==> config.mk <==
export PLATFORM = sky130hd
export DESIGN_NAME = wide_add_sequencer
export DESIGN_NICKNAME = d
export VERILOG_FILES = /design/src/rtl/wide_add_pkg.sv /design/src/rtl/wide_add_sequencer_adder.sv /design/src/rtl/wide_add_sequencer.sv
export SDC_FILE = /design/constraint.sdc
export NUM_CORES = 1
export LEC_CHECK = 0
export BUFFER_PORTS_ARGS = -buffer_cell sky130_fd_sc_hd__buf_4
export CORE_MARGIN = 3
export CORE_UTILIZATION = 40
export DETAILED_ROUTE_END_ITERATION = 8
export GPL_ROUTABILITY_DRIVEN = 0
export GPL_TIMING_DRIVEN = 1
export PLACE_DENSITY = 0.63
export SYNTH_ARGS = -nofsm -noshare
export SYNTH_HDL_FRONTEND = slang
export SYNTH_SLANG_ARGS = --single-unit
==> constraint.sdc <==
create_clock -name clk -period 6.7 [get_ports clk]
set_input_delay 0.67 -clock clk [delete_from_list [all_inputs] [get_ports clk]]
set_output_delay 0.67 -clock clk [all_outputs]
set_load 0.02 [all_outputs]
==> src/rtl/wide_add_pkg.sv <==
// Shared types and constants for the multi-word add/subtract sequencer.
package wide_add_pkg;

    localparam int SLICE_W = 16;

    typedef enum logic [1:0] {
        IDLE = 2'b00,
        RUN  = 2'b01,
        DONE = 2'b10
    } state_e;

endpackage

==> src/rtl/wide_add_sequencer_adder.sv <==
// Sixteen-bit full adder slice shared by the sequencer across all beats.
module SixTeenBitFullAdder (
    input  logic [15:0] a,
    input  logic [15:0] b,
    input  logic        cin,
    output logic [15:0] sum,
    output logic        cout
);

    logic [16:0] total;

    assign total = {1'b0, a} + {1'b0, b} + {16'b0, cin};
    assign sum   = total[15:0];
    assign cout  = total[16];

endmodule

==> src/rtl/wide_add_sequencer.sv <==
// W-bit add/subtract built from one 16-bit adder, stepped LS slice first with a registered carry.
module wide_add_sequencer
    import wide_add_pkg::*;
#(
    parameter int WORDS = 4
) (
    input  logic                     clk,
    input  logic                     rst_n,
    input  logic                     in_valid,
    output logic                     in_ready,
    input  logic [SLICE_W*WORDS-1:0] op_a,
    input  logic [SLICE_W*WORDS-1:0] op_b,
    input  logic                     sub,
    output logic                     out_valid,
    input  logic                     out_ready,
    output logic [SLICE_W*WORDS-1:0] result,
    output logic                     carry_out,
    output logic                     overflow,
    output logic                     busy
);

    localparam int W     = SLICE_W * WORDS;
    localparam int IDX_W = (WORDS > 1) ? $clog2(WORDS) : 1;
    localparam logic [IDX_W-1:0] LAST_IDX = IDX_W'(WORDS - 1);

    state_e             state_q, state_d;
    logic [W-1:0]       a_q, a_d;
    logic [W-1:0]       b_q, b_d;
    logic               carry_q, carry_d;
    logic [IDX_W-1:0]   idx_q, idx_d;
    logic [W-1:0]       result_q, result_d;
    logic               carry_out_q, carry_out_d;
    logic               overflow_q, overflow_d;
    logic               out_valid_q, out_valid_d;

    logic [SLICE_W-1:0] a_slice;
    logic [SLICE_W-1:0] b_slice;
    logic [SLICE_W-1:0] slice_sum;
    logic               slice_cout;

    assign a_slice = a_q[idx_q*SLICE_W +: SLICE_W];
    assign b_slice = b_q[idx_q*SLICE_W +: SLICE_W];

    SixTeenBitFullAdder u_adder (
        .a    (a_slice),
        .b    (b_slice),
        .cin  (carry_q),
        .sum  (slice_sum),
        .cout (slice_cout)
    );

    // b is stored already inverted for subtraction, so the top slice MSBs give the signed overflow test.
    always_comb begin
        state_d     = state_q;
        a_d         = a_q;
        b_d         = b_q;
        carry_d     = carry_q;
        idx_d       = idx_q;
        result_d    = result_q;
        carry_out_d = carry_out_q;
        overflow_d  = overflow_q;
        out_valid_d = out_valid_q;
        case (state_q)
            IDLE: begin
                if (in_valid) begin
                    a_d     = op_a;
                    b_d     = sub ? ~op_b : op_b;
                    carry_d = sub;
                    idx_d   = '0;
                    state_d = RUN;
                end
            end
            RUN: begin
                result_d[idx_q*SLICE_W +: SLICE_W] = slice_sum;
                carry_d = slice_cout;
                if (idx_q == LAST_IDX) begin
                    carry_out_d = slice_cout;
                    overflow_d  = (a_slice[SLICE_W-1] == b_slice[SLICE_W-1]) &&
                                  (slice_sum[SLICE_W-1] != a_slice[SLICE_W-1]);
                    out_valid_d = 1'b1;
                    state_d     = DONE;
                end else begin
                    idx_d = idx_q + 1'b1;
                end
            end
            DONE: begin
                if (out_ready) begin
                    out_valid_d = 1'b0;
                    state_d     = IDLE;
                end
            end
            default: begin
                out_valid_d = 1'b0;
                state_d     = IDLE;
            end
        endcase
    end

    always_ff @(posedge clk or negedge rst_n) begin
        if (!rst_n) begin
            state_q     <= IDLE;
            a_q         <= '0;
            b_q         <= '0;
            carry_q     <= 1'b0;
            idx_q       <= '0;
            result_q    <= '0;
            carry_out_q <= 1'b0;
            overflow_q  <= 1'b0;
            out_valid_q <= 1'b0;
        end else begin
            state_q     <= state_d;
            a_q         <= a_d;
            b_q         <= b_d;
            carry_q     <= carry_d;
            idx_q       <= idx_d;
            result_q    <= result_d;
            carry_out_q <= carry_out_d;
            overflow_q  <= overflow_d;
            out_valid_q <= out_valid_d;
        end
    end

    // in_ready is gated by rst_n so it reads 0 for the whole reset window.
    assign in_ready  = rst_n && (state_q == IDLE);
    assign busy      = (state_q == RUN) || (state_q == DONE);
    assign out_valid = out_valid_q;
    assign result    = result_q;
    assign carry_out = carry_out_q;
    assign overflow  = overflow_q;

endmodule

# Yosys cells after proc, flatten, opt, wreduce, memory -nomap -nowiden

Cells that the tools add are included.

Bits in registers: 200
Bits in latches: 0
RAM bits: 0
ROM bits: 0
Input port bits: 133
Output and inout port bits: 69
Logic and storage cells: 53
Memories kept: 0

Add/subtract/negate cells: 4
$mul: 0
Divide/modulo/power cells: 0
$lt $le $gt $ge: 0
Equality and inequality tests: 9
Shift-type cells: 4
Multiplexer cells: 14
Bitwise gates (word level): 2
Reduce and logical (&&, ||, !) cells: 11

Operators with widths:

| cell                                                                      | number |
|---|---|
| 64-bit by 7-bit indexed part select with 16-bit output                    | 2 |
| 64-bit bitwise mux                                                        | 1 |
| 64-bit two-way mux                                                        | 1 |
| 64-bit NOT                                                                | 1 |
| 16-bit by 34-bit variable shift with 64-bit output (first input constant) | 1 |
| 16-bit by 34-bit indexed part select with 64-bit output                   | 1 |
| 6-bit negator with 34-bit output                                          | 1 |
| 16-bit by 16-bit adder with 17-bit output                                 | 1 |
| 17-bit by 1-bit adder with 17-bit output                                  | 1 |
| 2-bit two-way mux                                                         | 5 |
| 3-bit AND reduction                                                       | 3 |
| 2-bit != test (second input constant)                                     | 4 |
| 2-bit one-hot mux with 3 select lines                                     | 1 |
| 2-bit AND reduction                                                       | 3 |
| 2-bit equality test (second input constant)                               | 2 |
| 2-bit one-hot mux with 2 select lines                                     | 1 |
| 1-bit two-way mux                                                         | 3 |
| 1-bit one-hot mux with 3 select lines                                     | 1 |
| 2-bit by 1-bit adder with 2-bit output (second input constant)            | 1 |
| 2-bit by 1-bit equality test with 1-bit output (second input constant)    | 1 |
| 1-bit logical AND                                                         | 2 |
| 2-bit zero test                                                           | 1 |
| 1-bit one-hot mux with 2 select lines                                     | 1 |
| 2-bit nonzero test                                                        | 1 |
| 4 further kinds                                                           | 4 |

# Depth between registers and ports, before layout

Depth in word-level cells: 5
Depth in mapped cells: 11
Mapped depth without buffers: 9

# By module

A second synthesis with hierarchy kept.

Cells, all modules: 770
Area total of the unflattened synthesis: 9565.4 µm²

By module, submodules not included:

| module              | times used | cells an instance | area an instance (µm²) | sequential area each (µm²) |
|---|---|---|---|---|
| wide_add_sequencer  | 1          | 656               | 8753.4                 | 5004.8 |
| SixTeenBitFullAdder | 1          | 114               | 812.0                  | 0.0 |

# Least setup slack after synthesis

Ideal clock, no wire load.

Path kind: register to register
From: reg idx_q[0]
To: reg result_q[26] (netlist: result[26])
Setup time: 0.121 ns
Arrival time: 3.626 ns
Data required time: 6.579 ns
Path slack: 2.953 ns
Stages on the path, launching flop included: 12
Path buffers: 2
Clock period less this slack: 3.747 ns
Cells stage by stage: dfrtp_1 buf_2 buf_2 mux4_2 fa_1 fa_1 a21o_1 a21oi_2 o21ai_1 a221oi_4 xnor2_1 a22o_1

Cells in the longest elaborated chain, start to end: 5
Elaborated cells on any way between the ends: 8
Classes of those cells: add/sub: 3; shift: 4; mux: 1

Ends and longest elaborated chain:

| item                                                                      | RTL line                                           | RTL |
|---|---|---|
| start: declaration                                                        | wide_add_sequencer.sv:30                           | `logic [IDX_W-1:0] idx_q, idx_d;` |
| start signal: assignment                                                  | wide_add_sequencer.sv:115                          | `idx_q <= idx_d;` |
| 64-bit by 7-bit indexed part select with 16-bit output (on tied branches) | wide_add_sequencer.sv:41, wide_add_sequencer.sv:42 |  |
| 16-bit by 16-bit adder with 17-bit output                                 | wide_add_sequencer_adder.sv:12                     | `assign total = {1'b0, a} + {1'b0, b} + {16'b0, cin};` |
| 17-bit by 1-bit adder with 17-bit output                                  | wide_add_sequencer_adder.sv:12                     |  |
| 16-bit by 34-bit indexed part select with 64-bit output                   | wide_add_sequencer.sv:74                           | `result_d[idx_q*SLICE_W +: SLICE_W] = slice_sum;` |
| 64-bit bitwise mux *                                                      | wide_add_sequencer.sv:74                           |  |
| end signal: assignment                                                    | wide_add_sequencer.sv:116                          | `result_q <= result_d;` |
| end: declaration                                                          | wide_add_sequencer.sv:31                           | `logic [W-1:0] result_q, result_d;` |

Every way passes the cells marked *; elsewhere a longest branch is shown, timed or not.
A chain may end at the register's enable or synchronous reset.

# Worst setup path after layout

Ends and elaborated chain as after synthesis.

==> results summary <==
The leftover overflow at the end of global routing came out at 0. The final setup violation count is 0. At the placement stage, the worst setup path has a slack of ~2.2 ns.

After clock tree synthesis, the repair step resized 0 gates. The share of synthesized area in the top cell type comes to 0.516. Of all cell types, the one taking the most synthesized area is dfrtp_1. In this run the worst hold path is classified as input pin to asynchronous set/reset pin. The half-perimeter wire length of the detailed placement result is between 15 and 20 mm. The number of flops mapped to enable cells by yosys is 0. In this run, CTS created clock tree buffers numbering 17.

The number of maximum-capacitance violations came out at 0. The synthesized netlist net count came out at 961. The maximum buffer depth of the clock tree came out at 2.

Among all stages on the critical path, the largest delay is contributed by dfrtp_2. The number of primary I/O pins came out at around 200. The footprint of the multi-input gates is roughly 4500 um^2. The overall via count from detail_route is between 6000 and 7000. The number of setup buffers added after CTS came out at 0. For this block, the routed nets add up to about 25 mm of wire. The iteration count of the initial detailed-routing pass came out at 4.

The worst hold slack came out at 0.157 ns. The number of buffers and inverters on the critical path is 1. In the routed layout, each cell is associated on average with a via count of roughly 5.2.

The nature of the critical path startpoint is a flop. The synthesized flop and latch total came out at 200. The first global-routing pass estimated 39.0 mm of wire. Setup repair after global routing left no endpoint under its margin. The unique cell type count in the Yosys netlist came out at 57. For the finished layout, the period the worst path requires is between 4 and 5 ns. The placeable core area is roughly 24000 um^2. The largest fanout of any net on the critical path came out at 33. The hold-fix buffer count after cts is 0. The final max-slew violation count is 0. The DRC violation total after the first TritonRoute iteration came out at 466.

The site row count is 56. In this run the tool buffered the top-level ports with 201 buffer cells. The initial antenna violation count came out at 0.

The via count of the first global-routing pass was 6940. The die is 162 um tall. With fillers left out, the area of the finished cells amounts to 12100 um^2.

The footprint of the flip-flops and latches is 5010 um^2. The hold violation count in the final report came to 0. The cell count after placement came out at 1274.

The met2 usage is 0.313. For this run, the leading register cell type out of synthesis is dfrtp_1. The critical path is of the flop to flop type. The leakage power summed over all cells came out at roughly 5.5 nW. The maximum level of the CTS H-tree came out at 4. The tree is rooted in a clkbuf_16. By count the netlist is led by dfrtp_1 (200), nand2_1 (101), o21ai_0 (81). Setup total negative slack on the finished layout was measured at 0 ns. The number of antenna-violating nets in the routed design came out at 0. The share of post-route cells with drive strength above 1 came out at 0.358. The total number of nets in the final design came out at ~1100. The overall die width came out at about 160 um. In the global route stage, met1 resource usage came out at 0.269. The share of async-settable or async-resettable flops after synthesis came out at 1.00. The worst-case headroom to the max-slew limit is 0.295. The clock-pin slew reported for the worst setup and hold paths after clock tree synthesis came out at ~0.070 ns. The worst setup path is captured at a flop. The met3 track demand over resource is 0.0436.

The CTS tree is yes. The die covers roughly 26000 um^2. The slew at the pin with the worst max-slew slack came out at 1.06 ns. The average footprint of a synthesized cell came out at about 12 um^2. The maximum achievable frequency came out at 227 MHz. The fill cell instance count of the final layout is 2158. The count of non-filler cells in the finished layout came out at around 1300. Yosys attributes the largest share of cell area to dfrtp_1 (52%), mux2_2 (7.8%), mux4_2 (7.4%).

In this design, the critical path's most frequently occurring cell is fa_1. The most utilized layer in the global route result is met2. VDD sags by at most 0.355 mV.

The arrival time at the worst endpoint came out at 4.73 ns. Of the available clock period, the critical path in the final layout requires 0.658. The post-synthesis sequential area ratio came out at 0.516. The area of placed instances is about 11000 um^2.

The number of diodes added for antenna fixing came out at 0. The later-pin clock latency in the skew report came out at approximately 0.44 ns. The layout-stage area growth over the synthesis result is 24.5%. The longest individual stage delay on the worst path is about 1.1 ns. The worst-case clock skew came out at about 0.017 ns. The synthesized instance count came out at approximately 800. The largest net degree at the start of global routing is 162. Yosys instantiated no cell more often than dfrtp_1. The critical path required time is approximately 7.0 ns. In the routed design, unresolved DRC markers number 0. The combined area of all synthesized cells is between 9000 and 10000 um^2. The initial core utilization came out at 0.410.

The number of warnings reported in the yosys synthesis log came out at 0. The smallest setup slack after layout is roughly 2.3 ns. The all-layer global routing usage is 0.193. The CTS sink count came out at 200. In the final routed layout, each cell accounts on average for just under 20 um. The kind of cell adding the most delay to the critical path is compound AO/OA/AOI/OAI gates. The run finished with clean final reports.

The power per cell area came out at roughly 600 nW/um^2. Walking the worst path, the cells encountered are buf_4 -> mux4_2 -> fa_1 -> fa_1 -> a21o_1 -> a21oi_2 -> o21ai_1 -> a221oi_4 -> xnor2_1 -> a22o_1.
-- final timing paths --
check | endpoint | depth (start not counted) | slack (ns) | from
worst max-delay path | result[26] | 10 | 2.29 | idx_q[0]
worst min-delay path | result[40] | 1 | 0.16 | rst_n
worst max register to register | result[26] | 10 | 2.29 | idx_q[0]
worst min register to register | b_q[63] | 2 | 0.48 | b_q[63]
max in group asynchronous | idx_q[1] | 2 | 5.25 | rst_n
min in group clk | a_q[5] | 2 | 0.46 | op_a[5]
-- area by class of cell --
cell class | instances | area share
Multi-Input combinational cell | 539 | 0.370
Tap cell | 319 | 0.0330
Timing Repair Buffer | 206 | 0.129
Clock inverter | 10 | 0.0119
Inverter | 10 | 0.00311
Clock buffer | 20 | 0.0378
Sequential cell | 200 | 0.414
-- power by group --
| group | total (W) | internal [W] | switching [W] |
|---|---|---|---|
| Sequential | 0.00210 | 0.00173 | 0.000373 |
| Combinational | 0.00405 | 0.00170 | 0.00236 |
| Clock | 0.00106 | 0.000606 | 0.000457 |
| Total | 0.00722 | 0.00404 | 0.00319 |
-- layout by cell type (no fill, tap or decap), types with 5 or more instances in the layout --
| cell type | count |
|---|---|
| a21o_1 | 9 |
| a21oi_1 | 10 |
| a22o_1 | 45 |
| buf_4 | 204 |
| clkbuf_16 | 17 |
| dfrtp_1 | 198 |
| ha_1 | 24 |
| inv_1 | 10 |
| mux2_2 | 67 |
| mux4_2 | 32 |
| nand2_1 | 100 |
| nand3_1 | 5 |
| nand4_1 | 7 |
| nor2_1 | 18 |
| nor3_1 | 6 |
| o21ai_0 | 81 |
| o21ai_1 | 5 |
| xnor2_1 | 71 |
-- logic make-up after synthesis --
| group | after synthesis | share of synthesized area |
|---|---|---|
| buffers and inverters | 63 | 0.0259 |
| adders and majority gates | 26 | 0.0351 |
| muxes | 99 | 0.152 |
| AOI/OAI and AO/OA | 185 | 0.134 |
| xor gates and xnor gates | 74 | 0.0676 |
| and+or+nand+nor | 155 | 0.0700 |
| DFF | 200 | 0.516 |
-- per-layer routing --
layer,share of wire,routed length (um)
met1,0.45,11300
met5,0,0
met3,0.067,1680
met4,0.0085,212
met2,0.47,11900
-- state kept, by name (all words and copies together) (netlist names) --
signal     flops
idx_q          2
out_valid      1
state_q        2
overflow       1
b_q           64
a_q           64
carry_q        1
carry_out      1
result        64
-- metrics by stage --
stage | power, W | util
global route | 0.00772 | 0.510
finish | 0.00722 | 0.510
floorplan | 0.00490 | -
CTS | 0.00726 | 0.510
detailed placement | 0.00617 | 0.485
global placement | 0.00611 | 0.485
(Power assumes the default switching activity.)
